==> config.mk <==
export PLATFORM = sky130hd
export DESIGN_NAME = mem_dispatch_sequencer
export DESIGN_NICKNAME = d
export VERILOG_FILES = /design/src/rtl/mem_dispatch_sequencer.sv
export SDC_FILE = /design/constraint.sdc
export NUM_CORES = 1
export LEC_CHECK = 0
export BUFFER_PORTS_ARGS = -buffer_cell sky130_fd_sc_hd__buf_2
export CAP_MARGIN = 0
export CORE_MARGIN = 2
export CORE_UTILIZATION = 35
export CTS_CLUSTER_SIZE = 30
export DETAILED_ROUTE_END_ITERATION = 7
export PLACE_DENSITY = 0.5
export SLEW_MARGIN = 20
export SYNTH_ARGS = -nofsm -noshare
export SYNTH_HDL_FRONTEND = slang
export SYNTH_SLANG_ARGS = --single-unit
==> constraint.sdc <==
create_clock -name clk -period 23.7 [get_ports clk]
set_input_delay 4.74 -clock clk [delete_from_list [all_inputs] [get_ports clk]]
set_output_delay 4.74 -clock clk [all_outputs]
set_load 0.1 [all_outputs]
==> src/rtl/mem_dispatch_sequencer.sv <==
// mem_dispatch_sequencer: dual-lane dispatch FIFO feeding one LSU port.
// Define MEMSEQ_CDB_WAKEUP_EN to let queued stores capture store data from the CDB.
module mem_dispatch_sequencer #(
    parameter int DEPTH  = 4,
    parameter int XLEN   = 32,
    parameter int PHYS_W = 6,
    parameter int ROB_W  = 6
) (
    input  logic                        clk,
    input  logic                        reset,
    input  logic                        flush_pipeline,
    input  logic [1:0]                  in_valid,
    input  logic [1:0]                  in_is_load,
    input  logic [1:0][7:0]             in_opcode,
    input  logic [1:0][XLEN-1:0]        in_base,
    input  logic [1:0][XLEN-1:0]        in_offset,
    input  logic [1:0][PHYS_W-1:0]      in_phys_rd,
    input  logic [1:0][ROB_W-1:0]       in_rob_idx,
    input  logic [1:0][XLEN-1:0]        in_sdata,
    input  logic [1:0]                  in_sdata_ready,
    input  logic [1:0][PHYS_W-1:0]      in_sdata_tag,
    output logic                        in_ready,
    input  logic [1:0]                  cdb_valid,
    input  logic [1:0][PHYS_W-1:0]      cdb_tag,
    input  logic [1:0][XLEN-1:0]        cdb_value,
    output logic                        lsu_valid,
    input  logic                        lsu_ready,
    output logic                        lsu_is_load,
    output logic [7:0]                  lsu_opcode,
    output logic [XLEN-1:0]             lsu_base_addr,
    output logic [XLEN-1:0]             lsu_offset,
    output logic [PHYS_W-1:0]           lsu_phys_rd,
    output logic [ROB_W-1:0]            lsu_rob_idx,
    output logic [XLEN-1:0]             lsu_store_data_val,
    output logic                        lsu_store_data_ready,
    output logic [$clog2(DEPTH):0]      occupancy
);
    localparam int AW = $clog2(DEPTH);

    logic              r_is_load [DEPTH];
    logic [7:0]        r_opcode  [DEPTH];
    logic [XLEN-1:0]   r_base    [DEPTH];
    logic [XLEN-1:0]   r_offset  [DEPTH];
    logic [PHYS_W-1:0] r_rd      [DEPTH];
    logic [ROB_W-1:0]  r_rob     [DEPTH];
    logic [XLEN-1:0]   r_sdata   [DEPTH];
    logic              r_srdy    [DEPTH];
    logic [AW-1:0]     r_head, r_tail;
    logic [AW:0]       r_count;

    logic [1:0]            w_enq;
    logic                  w_deq, w_ne, w_block;
    logic [AW-1:0]         w_slot [2];
    logic [1:0][XLEN-1:0]  w_in_sdata;
    logic [1:0]            w_in_srdy;

    assign w_ne      = r_count != '0;
    assign in_ready  = (r_count <= (AW+1)'(DEPTH - 2)) && !flush_pipeline;
    assign w_enq     = in_valid & {2{in_ready}};
    assign lsu_valid = w_ne && !flush_pipeline && !w_block;
    assign w_deq     = lsu_valid && lsu_ready;
    assign w_slot[0] = r_tail;
    assign w_slot[1] = r_tail + AW'(w_enq[0]);
    assign occupancy = r_count;

    assign lsu_is_load          = w_ne && r_is_load[r_head];
    assign lsu_opcode           = w_ne ? r_opcode[r_head] : '0;
    assign lsu_base_addr        = w_ne ? r_base[r_head]   : '0;
    assign lsu_offset           = w_ne ? r_offset[r_head] : '0;
    assign lsu_phys_rd          = w_ne ? r_rd[r_head]     : '0;
    assign lsu_rob_idx          = w_ne ? r_rob[r_head]    : '0;
    assign lsu_store_data_val   = w_ne ? r_sdata[r_head]  : '0;
    assign lsu_store_data_ready = w_ne && r_srdy[r_head];

`ifdef MEMSEQ_CDB_WAKEUP_EN
    logic [PHYS_W-1:0] r_stag [DEPTH];

    assign w_block = w_ne && !r_is_load[r_head] && !r_srdy[r_head];

    // Later CDB lane overrides earlier, giving cdb[1] priority on a dual match.
    always_comb begin
        for (int l = 0; l < 2; l++) begin
            w_in_sdata[l] = in_sdata[l];
            w_in_srdy[l]  = in_sdata_ready[l];
            if (!in_is_load[l] && !in_sdata_ready[l])
                for (int c = 0; c < 2; c++)
                    if (cdb_valid[c] && cdb_tag[c] == in_sdata_tag[l]) begin
                        w_in_sdata[l] = cdb_value[c];
                        w_in_srdy[l]  = 1'b1;
                    end
        end
    end
`else
    logic w_unused;

    assign w_block    = 1'b0;
    assign w_in_sdata = in_sdata;
    assign w_in_srdy  = in_sdata_ready;
    assign w_unused   = ^{cdb_valid, cdb_tag, cdb_value, in_sdata_tag};
`endif

    always_ff @(posedge clk) begin
        if (reset) begin
            r_head  <= '0;
            r_tail  <= '0;
            r_count <= '0;
            for (int i = 0; i < DEPTH; i++) r_srdy[i] <= 1'b0;
        end else if (flush_pipeline) begin
            r_head  <= '0;
            r_tail  <= '0;
            r_count <= '0;
        end else begin
`ifdef MEMSEQ_CDB_WAKEUP_EN
            for (int i = 0; i < DEPTH; i++)
                if (!r_is_load[i] && !r_srdy[i])
                    for (int c = 0; c < 2; c++)
                        if (cdb_valid[c] && cdb_tag[c] == r_stag[i]) begin
                            r_sdata[i] <= cdb_value[c];
                            r_srdy[i]  <= 1'b1;
                        end
`endif
            for (int l = 0; l < 2; l++)
                if (w_enq[l]) begin
                    r_is_load[w_slot[l]] <= in_is_load[l];
                    r_opcode[w_slot[l]]  <= in_opcode[l];
                    r_base[w_slot[l]]    <= in_base[l];
                    r_offset[w_slot[l]]  <= in_offset[l];
                    r_rd[w_slot[l]]      <= in_phys_rd[l];
                    r_rob[w_slot[l]]     <= in_rob_idx[l];
                    r_sdata[w_slot[l]]   <= w_in_sdata[l];
                    r_srdy[w_slot[l]]    <= w_in_srdy[l];
`ifdef MEMSEQ_CDB_WAKEUP_EN
                    r_stag[w_slot[l]]    <= in_sdata_tag[l];
`endif
                end
            r_tail  <= r_tail + AW'(w_enq[0]) + AW'(w_enq[1]);
            r_head  <= r_head + AW'(w_deq);
            r_count <= r_count + (AW+1)'(w_enq[0]) + (AW+1)'(w_enq[1]) - (AW+1)'(w_deq);
        end
    end
endmodule
==> impl_metrics.yaml <==
sta:
  rsz0062_at_grt: "no"
  finalSetupViolCount: 0
  final-hold-violation-count: 0
  holdWs_ns: 0.726
  slew_viol_final: 0
  period_share_pct: 43.7
  period_minus_slack_ns: 10.36
  finalWorstSetupSlack_ns: 13.34
  relSlewSlack_pct: 29.7
  worst_pin_slew_ns: 1.05
  setup_tns_ns: 0
  clock_skew_ns: 0.0126
  fmax_mhz: 96.5
finish:
  final-seq-area_um2: 14300
  multi_input_area_um2: 10100
  fin_nets: 2039
  finalCoreUtilization_pct: 41.1
  instances_no_fill: 2700
  drive_gt1_share_pct: 49.1
  syn_to_final_growth_pct: 16.3
  fillers: 6624
critical_path:
  cp_data_required_time_ns: 18.96
  crit_type: "primary input to output port"
  crit_top_cell: "buf_2"
  r2r_cells: 11
  critPathLaunchType: "primary input"
  cp_cell_sequence: "buf_2 > o21ba_2 > buf_2"
  slowest_stage: "buf_2"
  critPathArrivalTime_ns: 5.62
  slowest_delay_ns: 0.44
  critPathMaxFanout: 7
  endpoint_kind: "output port"
clocking:
  clock-sinks: 479
  cts_tree: "yes"
  insertion_delay_ns: 0.61
  numCtsBuffers: 55
  cts_root_buf: "clkbuf_16"
  cts_buffer_depth: 3
  cts_resized: 0
  cts_hold_buf: 0
  htree_levels: 2
  post_cts_buffers: 0
  clk_pin_slew_worst_paths_ns: 0.06
global_route:
  antenna_found_initial: 13
  grt_pass1_vias: 14900
  grt_usage_pct: 17.9
  grt_max_degree: 121
  grt_remaining_overflow: 0
  grt_pass1_wl_um: 98500
power:
  p_leak_nw: 11.1
  pwr_density_cell_nw_per_um2: 74.2
  ir_worst_vdd_uv: 54.6
synthesis:
  synth_edf_count: 472
  yosys-top-cells-area: "edfxtp_1, mux2_4, mux4_2"
  synth_nets: 1686
  ys_types: 42
  yosys_warnings: 0
  synth_area_leader_cell: "edfxtp_1"
  synth_flop_cell: "edfxtp_1"
  synth_area_um2: 25200
  avgSynthCellArea_um2: 18.7
  synth_top_area_share_pct: 56.1
  async_flop_share_pct: 0
  synth_cells: 1347
  synth-seq-cells: 479
  ys_seq_area_share_pct: 56.7
run:
  drv_cap: 0
detailed_routing:
  routed_wl_um: 66900
  dr.pass1.iters: 4
  antenna_left: 0
  wire_per_inst_um: 24.8
  drt_drc_violations_left: 0
  first_iter_violations: 636
  via_per_inst: 5.05
  vias: 13600
status:
  outcome: "finished, final reports clean"
placement:
  numPortBuffers: 364
  place_hpwl_um: 38100
  dp_slack_ns: 13.33
  gp_congestion: 0.722
  placed_cells: 2593
worst_hold_path:
  hp-class: "register to register"
  hold_depth: 1
floorplan:
  num_rows: 98
  die_height_um: 273
  die_w_um: 273
  dieArea_um2: 74300
  core_region_area_um2: 71500
  start_util_pct: 35.3
  ios: 455
worst max-delay path: cells and delay by family:
family	cells	cell delay (ns)
buf+inv	2	0.59
compound gates	1	0.29
layer usage:
metal | global-route usage (%) | routed length, um | part of all wire, %
met1 | 22.8 | 28500 | 43
met2 | 31.1 | 33900 | 51
met3 | 3.97 | 3460 | 5.2
met4 | 3.83 | 1020 | 1.5
met5 | 0 | 96 | 0.14
cell usage in the layout (no fill, tap or decap), types with 3 or more instances in the layout:
cell type  Yosys  layout
clkinv_1       0      12
nor2b_1      119     119
nor2_1         6       6
o211a_1        3       3
o211ai_1       5       5
diode_2        0       6
buf_4          1      24
mux2_2        47      47
ha_1           5       5
and2_1         5       5
dfxtp_1        7       5
bufinv_16      0       3
mux4_2       118     118
o2111ai_1      5       5
mux2_4       216     216
buf_2         28     364
clkbuf_1      26      20
clkinv_2       0       7
inv_1          9       9
clkbuf_16      0      56
edfxtp_1     472     472
mux2_1       205     205
kinds of logic (layout without fill, tap and decap cells):
group | count (synthesis) | in the layout | share of synthesized area [%]
DFF | 479 | 479 | 56.7
and+or+nand+nor | 142 | 142 | 3.59
xor gates and xnor gates | 5 | 5 | 0.233
muxes | 587 | 587 | 34.7
adders and majority gates | 7 | 7 | 0.406
buffers and inverters | 103 | 500 | 3.55
other | 0 | 6 | 0
AOI/OAI and AO/OA | 24 | 24 | 0.862
cell usage after synthesis (2+ instances only):
cell type / instances
edfxtp_1: 472
mux2_4: 216
mux2_1: 205
nor2b_1: 119
mux4_2: 118
mux2_2: 47
buf_2: 28
clkbuf_1: 26
buf_12: 22
buf_6: 15
inv_1: 9
dfxtp_1: 7
nor2_1: 6
and2_1: 5
ha_1: 5
o2111ai_1: 5
o211ai_1: 5
o31ai_1: 4
nand2_1: 3
o211a_1: 3
buf_1: 2
fa_1: 2
o211ai_4: 2
o21ai_0: 2
xnor2_1: 2
final timing paths:
check,startpoint,endpoint,slack [ns]
max,flush_pipeline,in_ready,13.34
max reg2reg,occupancy[1],r_offset[2][30],17.95
min reg2reg,r_tail[0],r_srdy[0],0.73
min,r_tail[0],r_srdy[0],0.73
power by group:
part           internal (mW)  leakage, nW  switching, mW
Clock                  0.466        0.814          0.344
Combinational          0.115         5.91          0.285
Sequential             0.963         4.35        0.00629
Total                   1.54         11.1          0.635
per-stage QoR:
stage	cell area [um^2]	power (mW)
after floorplan	25200	1.30
after global placement	27700	1.39
after detailed placement	27700	1.39
after CTS	29300	2.21
after global routing	29400	2.26
final	29400	2.18
final cells by class:
class / instances / share of cell area (%)
clock buffers: 76 / 5.03
repair buffers: 390 / 6.95
inverters: 9 / 0.115
diodes: 6 / 0.0511
well taps: 950 / 4.05
clock inverters: 25 / 0.690
flip-flops and latches: 479 / 48.8
multi-input cells: 765 / 34.3
registers in the layout (all words and copies together), names as in the netlist:
register and count:
r_offset 128, r_tail 2, occupancy 3, r_sdata 128, r_rd 24, r_rob 24
r_srdy 4, r_base 128, r_head 2, r_opcode 32, r_is_load 4
(Power assumes the default switching activity.)
